--- src/rtl/rv_muldiv.sv ---
// rv_muldiv: iterative RISC-V M-extension execute unit
// (MUL, MULH, MULHSU, MULHU, DIV, DIVU, REM, REMU).
//
// Build option:
//   RV_MULDIV_FAST_MUL_EN
//     Defined:   the four multiply ops use a single-cycle combinational
//                multiplier and go IDLE -> FIX -> DONE.
//     Undefined: every op uses the one-bit-per-cycle datapath, and no
//                hardware multiplier is inferred.
//
// Ports:
//   clk, rst        clock and synchronous active-high reset
//   in_valid/ready  request handshake. in_ready is high only in IDLE.
//   in_op           funct3: 0 MUL, 1 MULH, 2 MULHSU, 3 MULHU,
//                           4 DIV, 5 DIVU, 6 REM, 7 REMU
//   in_a, in_b      rs1 / rs2 values, captured at accept
//   in_tag          rd index. It is passed through unchanged to out_tag.
//   kill            abort the in-flight op while in BUSY or FIX
//   out_valid/ready result handshake. out_valid is high only in DONE.
//   out_result      XLEN-bit result
//   out_tag         tag of the result
//
// Handshake: a transfer happens on a rising edge where valid && ready are
// both high. A request is accepted only in IDLE when kill is low. A result
// is offered in DONE, and out_result/out_tag stay stable until the consumer
// takes it. Nothing is accepted in the cycle that the result leaves.
module rv_muldiv #(
  parameter int XLEN  = 32,
  parameter int TAG_W = 5
) (
  input  logic             clk,
  input  logic             rst,
  input  logic             in_valid,
  output logic             in_ready,
  input  logic [2:0]       in_op,
  input  logic [XLEN-1:0]  in_a,
  input  logic [XLEN-1:0]  in_b,
  input  logic [TAG_W-1:0] in_tag,
  input  logic             kill,
  output logic             out_valid,
  input  logic             out_ready,
  output logic [XLEN-1:0]  out_result,
  output logic [TAG_W-1:0] out_tag
);

  localparam int CNT_W = $clog2(XLEN + 1);

  typedef enum logic [1:0] {S_IDLE, S_BUSY, S_FIX, S_DONE} state_e;

  state_e            state_q, state_d;
  logic [2:0]        op_q, op_d;
  logic [TAG_W-1:0]  tag_q, tag_d;
  logic [CNT_W-1:0]  cnt_q, cnt_d;
  // acc_q holds {hi, lo}. For a multiply it is {partial product, multiplier}.
  // For a divide it is {partial remainder, dividend/quotient}.
  logic [2*XLEN-1:0] acc_q, acc_d;
  logic [XLEN-1:0]   b_mag_q, b_mag_d;
  logic              neg_res_q, neg_res_d;
  logic              neg_rem_q, neg_rem_d;
  logic              special_q, special_d;
  logic [XLEN-1:0]   result_q, result_d;

  // ---------------- request decode ----------------
  logic            accept;
  logic            is_div_in, a_signed_in, b_signed_in;
  logic            a_neg, b_neg;
  logic [XLEN-1:0] a_mag, b_mag;
  logic            div_zero, div_ovf, special_in, fast_mul_in;
  logic [XLEN-1:0] special_val;

  always_comb begin
    accept      = in_valid && in_ready && !kill;
    is_div_in   = in_op[2];
    a_signed_in = (in_op == 3'd1) || (in_op == 3'd2) ||
                  (in_op == 3'd4) || (in_op == 3'd6);
    b_signed_in = (in_op == 3'd1) || (in_op == 3'd4) || (in_op == 3'd6);
    // The sign bit of the operand after it is extended to XLEN+1 bits.
    a_neg       = a_signed_in && in_a[XLEN-1];
    b_neg       = b_signed_in && in_b[XLEN-1];
    // The magnitude of an (XLEN+1)-bit signed value always fits in XLEN bits.
    a_mag       = a_neg ? -in_a : in_a;
    b_mag       = b_neg ? -in_b : in_b;
    div_zero    = (in_b == '0);
    div_ovf     = ((in_op == 3'd4) || (in_op == 3'd6)) &&
                  (in_a == {1'b1, {(XLEN-1){1'b0}}}) && (in_b == '1);
    special_in  = is_div_in && (div_zero || div_ovf);
    // in_op[1] selects REM/REMU over DIV/DIVU.
    special_val = '0;
    if (div_zero) begin
      special_val = in_op[1] ? in_a : '1;
    end else if (div_ovf) begin
      special_val = in_op[1] ? '0 : in_a;
    end
`ifdef RV_MULDIV_FAST_MUL_EN
    fast_mul_in = !is_div_in;
`else
    fast_mul_in = 1'b0;
`endif
  end

`ifdef RV_MULDIV_FAST_MUL_EN
  // Both operands are sign-extended to 2*XLEN bits, so the low 2*XLEN bits
  // of an unsigned product equal the exact signed product.
  logic [2*XLEN-1:0] a_sx, b_sx, fast_prod;
  always_comb begin
    a_sx      = {{XLEN{a_neg}}, in_a};
    b_sx      = {{XLEN{b_neg}}, in_b};
    fast_prod = a_sx * b_sx;
  end
`endif

  // ---------------- iterative datapath ----------------
  logic [XLEN-1:0]   acc_hi, acc_lo;
  logic [XLEN:0]     mul_sum;
  logic [2*XLEN-1:0] mul_next;
  logic [XLEN:0]     div_shift;
  logic              div_ge;
  logic [XLEN-1:0]   div_rem;
  logic [2*XLEN-1:0] div_next;
  logic [2*XLEN-1:0] prod;
  logic [XLEN-1:0]   quot_fix, rem_fix, fix_val;

  always_comb begin
    acc_hi    = acc_q[2*XLEN-1:XLEN];
    acc_lo    = acc_q[XLEN-1:0];
    // Shift-add: add the multiplicand when the multiplier LSB is set, then
    // shift the combined accumulator right by one bit.
    mul_sum   = {1'b0, acc_hi} + (acc_lo[0] ? {1'b0, b_mag_q} : '0);
    mul_next  = {mul_sum, acc_lo[XLEN-1:1]};
    // Restoring step: bring in the next dividend bit, and subtract the
    // divisor when it fits. The quotient bit enters at the LSB.
    div_shift = {acc_hi, acc_lo[XLEN-1]};
    div_ge    = (div_shift >= {1'b0, b_mag_q});
    div_rem   = div_ge ? XLEN'(div_shift - {1'b0, b_mag_q}) : div_shift[XLEN-1:0];
    div_next  = {div_rem, acc_lo[XLEN-2:0], div_ge};
    // Sign correction and result selection, applied in FIX.
    prod      = neg_res_q ? -acc_q : acc_q;
    quot_fix  = neg_res_q ? -acc_lo : acc_lo;
    rem_fix   = neg_rem_q ? -acc_hi : acc_hi;
    if (op_q[2]) begin
      fix_val = op_q[1] ? rem_fix : quot_fix;
    end else begin
      fix_val = (op_q[1:0] == 2'd0) ? prod[XLEN-1:0] : prod[2*XLEN-1:XLEN];
    end
  end

  // ---------------- state register ----------------
  always_ff @(posedge clk) begin
    if (rst) begin
      state_q   <= S_IDLE;
      op_q      <= '0;
      tag_q     <= '0;
      cnt_q     <= '0;
      acc_q     <= '0;
      b_mag_q   <= '0;
      neg_res_q <= 1'b0;
      neg_rem_q <= 1'b0;
      special_q <= 1'b0;
      result_q  <= '0;
    end else begin
      state_q   <= state_d;
      op_q      <= op_d;
      tag_q     <= tag_d;
      cnt_q     <= cnt_d;
      acc_q     <= acc_d;
      b_mag_q   <= b_mag_d;
      neg_res_q <= neg_res_d;
      neg_rem_q <= neg_rem_d;
      special_q <= special_d;
      result_q  <= result_d;
    end
  end

  // ---------------- next state ----------------
  always_comb begin
    state_d = state_q;
    case (state_q)
      S_IDLE: if (accept) state_d = (special_in || fast_mul_in) ? S_FIX : S_BUSY;
      S_BUSY: begin
        if (kill) begin
          state_d = S_IDLE;
        end else if (cnt_q == CNT_W'(1)) begin
          state_d = S_FIX;
        end
      end
      S_FIX:  state_d = kill ? S_IDLE : S_DONE;
      S_DONE: if (out_ready) state_d = S_IDLE;
      default: state_d = S_IDLE;
    endcase
  end

  // ---------------- datapath next values ----------------
  always_comb begin
    op_d      = op_q;
    tag_d     = tag_q;
    cnt_d     = cnt_q;
    acc_d     = acc_q;
    b_mag_d   = b_mag_q;
    neg_res_d = neg_res_q;
    neg_rem_d = neg_rem_q;
    special_d = special_q;
    result_d  = result_q;
    case (state_q)
      S_IDLE: begin
        if (accept) begin
          op_d      = in_op;
          tag_d     = in_tag;
          cnt_d     = CNT_W'(XLEN);
          acc_d     = {{XLEN{1'b0}}, a_mag};
          b_mag_d   = b_mag;
          neg_res_d = a_neg ^ b_neg;
          neg_rem_d = a_neg;
          special_d = special_in;
          if (special_in) result_d = special_val;
`ifdef RV_MULDIV_FAST_MUL_EN
          if (fast_mul_in) begin
            // The product is already signed, so FIX must not negate it.
            acc_d     = fast_prod;
            neg_res_d = 1'b0;
          end
`endif
        end
      end
      S_BUSY: begin
        cnt_d = cnt_q - CNT_W'(1);
        acc_d = op_q[2] ? div_next : mul_next;
      end
      S_FIX: begin
        if (!special_q) result_d = fix_val;
      end
      default: ;
    endcase
  end

  // ---------------- outputs ----------------
  always_comb begin
    in_ready   = (state_q == S_IDLE);
    out_valid  = (state_q == S_DONE);
    out_result = result_q;
    out_tag    = tag_q;
  end

endmodule

--- config.mk ---
export PLATFORM = sky130hd
export DESIGN_NAME = rv_muldiv
export DESIGN_NICKNAME = d
export VERILOG_FILES = /design/src/rtl/rv_muldiv.sv
export SDC_FILE = /design/constraint.sdc
export NUM_CORES = 1
export LEC_CHECK = 0
export ABC_CLOCK_PERIOD_IN_PS = 10500
export CAP_MARGIN = 20
export CORE_AREA = 2 2 173 175
export CTS_BUF_LIST = sky130_fd_sc_hd__clkbuf_16
export CTS_CLUSTER_SIZE = 12
export DETAILED_ROUTE_END_ITERATION = 8
export DIE_AREA = 0 0 175 177
export PLACE_DENSITY = 0.78
export SLEW_MARGIN = 10
export SYNTH_ARGS = -nofsm -noshare
export SYNTH_HDL_FRONTEND = slang
export SYNTH_SLANG_ARGS = --single-unit
--- constraint.sdc ---
create_clock -name clk -period 10.5 [get_ports clk]
set_clock_uncertainty 0.15 [all_clocks]
set_input_delay 2.1 -clock clk [delete_from_list [all_inputs] [get_ports clk]]
set_output_delay 2.1 -clock clk [all_outputs]
set_load 0.005 [all_outputs]
# Word-level counts from Yosys, hierarchy flattened
# Cells that the tools add are included.
[classes]
n_bitwise = 1
div = 0
mux = 30
n_lt_le_gt_ge = 1
multipliers = 0
eq_ne = 15
n_shift = 0
add_sub_neg = 8
reduce_logical = 24
[ops]
columns = ["operator", "count"]
rows = [
  ["$mux 32", 16],
  ["$mux 64", 3],
  ["$neg 32->32", 4],
  ["$pmux 64 s2", 1],
  ["$eq 32x32->1 const B", 2],
  ["$neg 64->64", 1],
  ["$pmux 32 s2", 1],
  ["$add 32x32->33", 1],
  ["$ge 33x32->1", 1],
  ["$logic_not 32->1", 1],
  ["$sub 32x32->32", 1],
  ["$mux 2", 6],
  ["$pmux 6 s2", 1],
  ["$pmux 2 s4", 1],
  ["$logic_and 1x1->1", 7],
  ["$logic_or 1x1->1", 7],
  ["$eq 3x3->1 const B", 2],
  ["$eq 6x1->1 const B", 1],
  ["$mux 6", 1],
  ["$ne 2x1->1 const B", 3],
  ["$sub 6x1->6 const B", 1],
  ["$eq 2x2->1 const B", 2],
  ["$logic_not 2->1", 2],
  ["$reduce_and 2->1", 2],
  ["10 further kinds", 11],
]
[word_totals]
word_cells = 89
latch_bits = 0
rom_bits = 0
n_memories = 0
regBits = 147
mem_bits_rw = 0

# Longest topological paths before layout
# Gate-level depths: netlist of run 1.
[depth]
ltp_word = 9
depth_mapped = 16

# Worst setup path before layout of run 1
# Ideal clock, no wire load.
[synth_timing]
path_type = "input port to flip-flop"
startpoint = "in in_b[10]"
endpoint = "reg b_mag_q[29]"
path_buffers = 0
arrival_ps = 4636
slack_ps = 5629
t_required_ps = 10264
stages = 10
cell_sequence = "or4_4 > nor4_4 > nand2b_2 > nand2b_4 > or4_1 > or3_1 > or3_4 > o31ai_4 > xor2_1 > a211oi_1"
[synth_between]
elab_chain_len = 2
[synth_lines]
columns = ["element", "line", "text"]
rows = [
  ["from (decl)", "37", "input logic [XLEN-1:0] in_b,"],
  ["$neg 32->32", "82", "b_mag = b_neg ? -in_b : in_b;"],
  ["$mux 32", "82", ""],
  ["to (signal assigned)", "166", "b_mag_q <= b_mag_d;"],
  ["to (decl)", "57", "logic [XLEN-1:0] b_mag_q, b_mag_d;"],
]
# Every way passes these cells.
# A chain may end at the register's enable or synchronous reset.

# Worst setup path after layout of run 1
[layout_timing]
startpoint = "in in_a[2]"
endpoint = "reg result_q[0], in the netlist out_result[0]"
[layout_between]
elab_chain_len = 8
[layout_lines]
columns = ["element", "line", "text"]
rows = [
  ["from (decl)", "36", "input logic [XLEN-1:0] in_a,"],
  ["$eq 32x32->1 *", "85", "(in_a == {1'b1, {(XLEN-1){1'b0}}}) && (in_b == '1);"],
  ["$logic_and 1x1->1 *", "84", "div_ovf = ((in_op == 3'd4) || (in_op == 3'd6)) &&"],
  ["$logic_and 1x1->1 *", "85", ""],
  ["$mux 32", "91", "end else if (div_ovf) begin"],
  ["$mux 32", "89", "if (div_zero) begin"],
  ["$mux 32", "214", "if (special_in) result_d = special_val;"],
  ["$mux 32", "205", "if (accept) begin"],
  ["$pmux 32 s2", "203", "case (state_q)"],
  ["to (signal assigned)", "170", "result_q <= result_d;"],
  ["to (decl)", "61", "logic [XLEN-1:0] result_q, result_d;"],
]
# Every way passes the cells marked *; elsewhere a longest branch is shown, timed or not. The select of a mux whose other input is x is not followed.

==> impl_metrics.yaml, run 1 <==
yosys:
  yosys.area_share.xor_xnor_pct: 11.0
  synth_top_area_cell: "sky130_fd_sc_hd__dfxtp_1"
  synthesized_area_fraction_occupied_by_ao_oa_aoi_and_oai_cells_pct: 29.1
  sequential_fraction_of_the_synthesis_area_pct: 20.5
  synth_seq_cells: 147
  synth_fa_ha_area_share_pct: 6.46
  synthesis.nets: 2154
  synth_area_leaders: "sky130_fd_sc_hd__dfxtp_1 (20%), sky130_fd_sc_hd__nor2_1 (6.7%), sky130_fd_sc_hd__xnor2_1 (6.2%), sky130_fd_sc_hd__ha_1 (6.2%), sky130_fd_sc_hd__a21oi_1 (5.5%)"
  post_synthesis_cell_area_um2: 14400
  synth.mux.area_fraction_pct: 3.94
  synth-warning-count: 0
  dominantRegCellSynth: "sky130_fd_sc_hd__dfxtp_1"
  synth-edff-count: 0
  synth-simple-area-share_pct: 22.7
  syn_area_per_cell_um2: 7.18
  synthArstFlopShare_pct: 0
  post_synth_num_cell_types: 89
  dominant_combinational_cell_family_by_area_after_synthesis: "compound AO/OA/AOI/OAI gates"
  post-synth-top-area-fraction_pct: 20.5
  synthCells: 2004
setup_path:
  worst_ep_required_time_ns: 10.67
  critical_path_arrival_ns: 5.95
  cp_max_fo: 50
  worst_setup_end_kind: "flop"
  category_of_cells_accounting_for_the_largest_share_of_critical_path_delay: "simple AND/OR/NAND/NOR gates"
  crit_chain: "clkdlybuf4s50_1 > or4_1 > nor4_1 > nor3b_2 > nor2b_1 > and3_1 > o21ai_1 > a21oi_4 > buf_4 > o221ai_1 > o22ai_1 > nor2_1"
  worstPathBufferInverterCount: 2
  cp_slowest_stage_delay_ns: 0.62
  critical_path_class: "in -> reg"
  crit_path_start_kind: "primary input"
  slowest_stage: "sky130_fd_sc_hd__or4_1"
timing:
  timing.final.ws_setup_ns: 4.71
  rsz_0062_raised_after_global_routing: "false"
  report.final.hold_viol_count: 0
  final_slew_violations: 0
  period_share_pct: 55.1
  max_slew.worst_pin.slew_ns: 0.999
  hold_worst_slack_ns: 0.308
  clock.fmax_ghz: 0.173
  slew-limit-headroom_pct: 33.4
  setup_viol_count_final: 0
  finalCriticalPeriod_ns: 5.79
  timing.setup.tns_ns: 0
global_routing:
  vias_in_the_first_global_route: 14400
  grt_max_degree: 82
  grt.total_usage_pct: 32.3
  grt_pass1_wl_um: 79700
  global_route.overflow_total: 0
  antenna_found_initial: 0
floorplanning:
  design.portCount: 116
  core.rowCount: 63
  die_height_um: 177
  initial_core_util_pct: 49.2
  placeableCoreArea_um2: 29200
  die_area_um2: 31000
  fp.dieW_um: 175
cts:
  tritoncts.num_buffers: 17
  post_cts_setup_buffer_count: 0
  root_buffer: "sky130_fd_sc_hd__clkbuf_16"
  cts.repair.resized: 0
  clock-sinks: 147
  cts_tree: "built"
  clk_pin_slew_worst_paths_ns: 0.08
  clock_latency_on_the_worst_skew_pair_ns: 0.45
  maximum_count_of_clock_buffers_along_a_single_path: 2
  cts_hold_buffers: 0
  htree_levels: 4
route:
  route.detailed.drc: 0
  detailedRoute.firstIterationViolations: 1792
  wl_met1_um: 22000
  avgRoutedWirePerCell_um: 21.3
  drtPass1Iterations: 9
  wl_met3_um: 5140
  route.met2.wl_um: 22400
  dr.max_layer_used: "met4"
  vias: 15600
  post_route_wl_um: 51300
  drt-vias-per-instance: 6.49
  detail-route-antenna-nets: 0
run_status:
  outcome: "finished, final reports clean"
flow_run:
  maxCapViolations: 0
placed_design:
  io_buffers: 115
  post-place-ws_ns: 4.35
  detailed_place_hpwl_um: 37600
  place_inst: 2374
  finalWeightedCongestion: 1.02
  placed_area_um2: 15600
cells_and_area:
  final_util_pct: 55.6
  layout_net_count: 2154
  antenna_cells: 0
  drive_gt1_share_pct: 5.85
  fillerInstances: 2803
  final-instance-count-excl-fill: 2407
  seq_area_um2: 2950
  most-common-layout-cells: "sky130_fd_sc_hd__nor2_1 (255), sky130_fd_sc_hd__nand2_1 (162), sky130_fd_sc_hd__a21oi_1 (158), sky130_fd_sc_hd__dfxtp_1 (145), sky130_fd_sc_hd__o21ai_0 (136)"
  multi_input_comb_area_um2: 10600
  layout.cells.most_common: "sky130_fd_sc_hd__nor2_1"
  synthToLayoutAreaGrowth_pct: 13.1
  fin_area_um2: 16300
pwr:
  power.ir.vdd_worst_mv: 0.0736
  report.power.total_mw: 1.74
  power-per-cell-area_nw_per_um2: 107
  power.leakage_nw: 6.08
hold_path:
  class_of_the_most_critical_hold_timing_path: "reg -> reg"
==> worst register-to-register path, stage by stage, from the launching register on <==
cell	delay, ns
sky130_fd_sc_hd__dfxtp_1	0.56
sky130_fd_sc_hd__inv_1	0.27
sky130_fd_sc_hd__buf_16	0.24
sky130_fd_sc_hd__nor2_1	0.11
sky130_fd_sc_hd__ha_1	0.28
sky130_fd_sc_hd__a211oi_1	0.27
sky130_fd_sc_hd__o211ai_1	0.20
sky130_fd_sc_hd__a41o_1	0.33
sky130_fd_sc_hd__a311oi_1	0.56
sky130_fd_sc_hd__o31ai_1	0.27
sky130_fd_sc_hd__a21oi_1	0.35
sky130_fd_sc_hd__o21ai_0	0.15
sky130_fd_sc_hd__xor2_1	0.16
sky130_fd_sc_hd__a221o_1	0.32
sky130_fd_sc_hd__a31o_2	0.21
==> path summary, 6_finish.rpt <==
| check | start | endpoint | slack (ns) | cells after the start |
|---|---|---|---|---|
| worst max register to register | acc_q[0]$_SDFFE_PP0P_ | acc_q[62]$_SDFFE_PP0P_ | 5.97 | 14 |
| worst min-delay path | b_mag_q[31]$_SDFFE_PP0P_ | b_mag_q[31]$_SDFFE_PP0P_ | 0.31 | 2 |
| worst min register to register | b_mag_q[31]$_SDFFE_PP0P_ | b_mag_q[31]$_SDFFE_PP0P_ | 0.31 | 2 |
| worst max-delay path | in_a[2] | out_result[0]$_SDFFE_PP0P_ | 4.71 | 12 |
==> area by class of cell <==
type / count / share of cell area [%]
multi-input cells: 1622 / 65.0
flip-flops and latches: 147 / 18.1
repair buffers: 141 / 8.39
well taps: 390 / 3.00
clock buffers: 17 / 2.62
inverters: 75 / 1.73
clock inverters: 15 / 1.19
==> where the power goes <==
group	total, mW	internal (mW)	switching (mW)	leakage [nW]
Clock	0.649	0.325	0.324	0.295
Combinational	0.470	0.189	0.281	4.58
Sequential	0.622	0.583	0.0391	1.20
==> state kept, by name, indices dropped and copies added, names as in the netlist <==
name        count
out_result     32
cnt_q           6
acc_q          64
special_q       1
neg_res_q       1
b_mag_q        32
state_q         2
op_q            3
neg_rem_q       1
out_tag         5
==> cell usage after synthesis, drive strengths merged (8+ instances only) <==
cell	instances
nor2	257
nand2	163
a21oi	159
o21ai	150
dfxtp	147
clkbuf	128
xnor2	102
a211oi	84
xor2	78
inv	74
ha	71
nor3	54
mux2i	51
a21o	33
buf	32
nor4	26
o22ai	26
nand4	25
or3	25
nand3	24
o31ai	23
nor2b	18
or4	18
a221oi	17
o211ai	17
a31oi	15
nand2b	15
or2	15
a22oi	14
o41ai	12
a311oi	10
o21a	10
and2	8
==> logic make-up after synthesis <==
| family | after synthesis |
|---|---|
| AO/OA/AOI/OAI | 639 |
| XOR/XNOR | 180 |
| adder cells (fa/ha/maj) | 73 |
| buffers and inverters | 235 |
| flip-flops | 147 |
| multiplexers | 56 |
| AND/OR/NAND/NOR | 674 |
==> metal layers <==
layer	track usage, %	vias to the layer above
li1	-	7268
met1	45.0	7357
met2	50.1	869
met3	5.39	135
met4	12.1	0
met5	0	-
No activity file was read; power rests on OpenSTA's default activity.
==> run 2, diff against run 1 <==
--- a/config.mk
+++ b/config.mk
@@ -5,7 +5,7 @@
 export SDC_FILE = /design/constraint.sdc
 export NUM_CORES = 1
 export LEC_CHECK = 0
-export ABC_CLOCK_PERIOD_IN_PS = 10500
+export ABC_CLOCK_PERIOD_IN_PS = 5830
 export CAP_MARGIN = 20
 export CORE_AREA = 2 2 173 175
 export CTS_BUF_LIST = sky130_fd_sc_hd__clkbuf_16
==> constraint.sdc (replaced) <==
create_clock -name clk -period 5.83 [get_ports clk]
set_clock_uncertainty 0.15 [all_clocks]
set_input_delay 1.166 -clock clk [delete_from_list [all_inputs] [get_ports clk]]
set_output_delay 1.166 -clock clk [all_outputs]
set_load 0.005 [all_outputs]
==> impl_metrics.yaml, run 2 (same netlist as run 1, synthesis figures left out) <==
route:
  route.detailed.drc: 0
  drtPass1Iterations: 7
  dr.max_layer_used: "met5"
  detailedRoute.firstIterationViolations: 1925
  post_route_wl_um: 51500
  detail-route-antenna-nets: 0
  route.met2.wl_um: 22300
  vias: 15500
  wl_met3_um: 5480
  wl_met1_um: 21900
  drt-vias-per-instance: 6.44
  avgRoutedWirePerCell_um: 21.4
global_routing:
  grt.total_usage_pct: 32.2
  global_route.overflow_total: 0
  antenna_found_initial: 1
  vias_in_the_first_global_route: 14300
  grt_max_degree: 71
  grt_pass1_wl_um: 79300
cells_and_area:
  final-instance-count-excl-fill: 2406
  multi_input_comb_area_um2: 10600
  max_flop_register: "acc_q"
  antenna_cells: 0
  synthToLayoutAreaGrowth_pct: 12.8
  seq_area_um2: 2950
  fin_area_um2: 16200
  layout_net_count: 2154
  drive_gt1_share_pct: 5.46
  layout.cells.most_common: "sky130_fd_sc_hd__nor2_1"
  fillerInstances: 2753
  most-common-layout-cells: "sky130_fd_sc_hd__nor2_1 (256), sky130_fd_sc_hd__nand2_1 (162), sky130_fd_sc_hd__a21oi_1 (158), sky130_fd_sc_hd__dfxtp_1 (145), sky130_fd_sc_hd__o21ai_0 (136)"
  final_util_pct: 55.4
  largest_reg_flops: 64
cts:
  clock-sinks: 147
  cts_hold_buffers: 0
  clock_latency_on_the_worst_skew_pair_ns: 0.44
  htree_levels: 4
  cts.repair.resized: 0
  maximum_count_of_clock_buffers_along_a_single_path: 2
  post_cts_setup_buffer_count: 0
  tritoncts.num_buffers: 17
  root_buffer: "sky130_fd_sc_hd__clkbuf_16"
  cts_tree: "built"
  clk_pin_slew_worst_paths_ns: 0.07
floorplanning:
  core.rowCount: 63
  placeableCoreArea_um2: 29200
  initial_core_util_pct: 49.2
  design.portCount: 116
  fp.dieW_um: 175
  die_area_um2: 31000
  die_height_um: 177
setup_path:
  r2r_slack_ns: 1.38
  worst_setup_end_kind: "flop"
  critical_path_class: "in -> reg"
  slowest_stage: "sky130_fd_sc_hd__or4_1"
  cp_num_cells: 12
  rr_endpoint: "acc_q[59]$_SDFFE_PP0P_"
  worst_setup_path_endpoint: "out_result[10]$_SDFFE_PP0P_"
  cp_slowest_stage_delay_ns: 0.62
  r2r_path_start: "b_mag_q[8]$_SDFFE_PP0P_"
  crit_chain: "clkdlybuf4s50_1 > or4_1 > nor4_1 > nor3b_2 > buf_4 > nor2b_1 > and3_1 > o21ai_1 > a21o_1 > nor3_1 > a21oi_1 > o21ai_0"
  crit_path_start_kind: "primary input"
  crit_path_start: "in_a[2]"
  critical_path_arrival_ns: 4.69
  worstPathBufferInverterCount: 2
  worst_ep_required_time_ns: 6.04
  cp_max_fo: 14
  category_of_cells_accounting_for_the_largest_share_of_critical_path_delay: "simple AND/OR/NAND/NOR gates"
  r2r_cells: 13
pwr:
  report.power.total_mw: 3.11
  power.ir.vdd_worst_mv: 0.158
  power-per-cell-area_nw_per_um2: 192
  power.leakage_nw: 6.07
placed_design:
  place_inst: 2375
  finalWeightedCongestion: 0.993
  detailed_place_hpwl_um: 38000
  post-place-ws_ns: 1.03
  placed_area_um2: 15600
  io_buffers: 115
hold_path:
  class_of_the_most_critical_hold_timing_path: "reg -> reg"
  source_of_the_worst_hold_timing_path: "out_tag[2]$_SDFFE_PP0P_"
timing:
  clock.fmax_ghz: 0.223
  slew-limit-headroom_pct: 28.4
  setup_viol_count_final: 0
  hold_worst_slack_ns: 0.307
  final_slew_violations: 0
  period_share_pct: 76.9
  report.final.hold_viol_count: 0
  max_slew.worst_pin.slew_ns: 1.07
  timing.final.ws_setup_ns: 1.35
  rsz_0062_raised_after_global_routing: "false"
  finalCriticalPeriod_ns: 4.48
  timing.setup.tns_ns: 0
run_status:
  outcome: "finished, final reports clean"
flow_run:
  maxCapViolations: 0
## run 2: cell types whose count changed in the layout (fill, tap and decap cells not counted), sizes merged
| cell | before | now |
|---|---|---|
| bufinv | 0 | 3 |
| clkinv | 9 | 7 |
| inv | 80 | 78 |
## run 2: worst min-delay path by stage
stage	to	slack [ns]	depth (start not counted)
global placement	b_mag_q[26]$_SDFFE_PP0P_	0.29	2
CTS	out_tag[4]$_SDFFE_PP0P_	0.31	2
floorplan	b_mag_q[22]$_SDFFE_PP0P_	0.28	2
global route	out_tag[4]$_SDFFE_PP0P_	0.32	2
detailed placement	out_tag[4]$_SDFFE_PP0P_	0.30	2
finish	out_tag[2]$_SDFFE_PP0P_	0.31	2
## run 2: where the power goes
part	switching (mW)	total, mW	internal, mW
clock	0.470	1.13	0.662
combinational	0.513	0.854	0.341
sequential	0.0715	1.12	1.05
## run 2: area by class of cell
type / count / area share, %
multi-input cells: 1622 / 65.1
well taps: 390 / 3.01
repair buffers: 141 / 8.44
clock inverters: 14 / 0.911
clock buffers: 17 / 2.62
flip-flops and latches: 147 / 18.2
inverters: 75 / 1.74
## run 2: routing by layer
layer	vias up	global-route usage, %
met5	-	0
met4	2	11.6
met3	124	7.41
met2	826	49.8
met1	7270	43.9
li1	7268	-
## run 2: worst register-to-register path: stages (launching register included)
cell and delay, ns:
sky130_fd_sc_hd__dfxtp_1 0.46, sky130_fd_sc_hd__inv_1 0.12, sky130_fd_sc_hd__ha_1 0.38, sky130_fd_sc_hd__and3_1 0.25, sky130_fd_sc_hd__and4_1 0.28, sky130_fd_sc_hd__a21boi_0 0.46
sky130_fd_sc_hd__nand4bb_1 0.21, sky130_fd_sc_hd__a21oi_1 0.17, sky130_fd_sc_hd__a211o_1 0.45, sky130_fd_sc_hd__o41ai_2 0.35, sky130_fd_sc_hd__buf_12 0.31, sky130_fd_sc_hd__o21ai_0 0.22
sky130_fd_sc_hd__a31o_2 0.29, sky130_fd_sc_hd__a32o_1 0.25
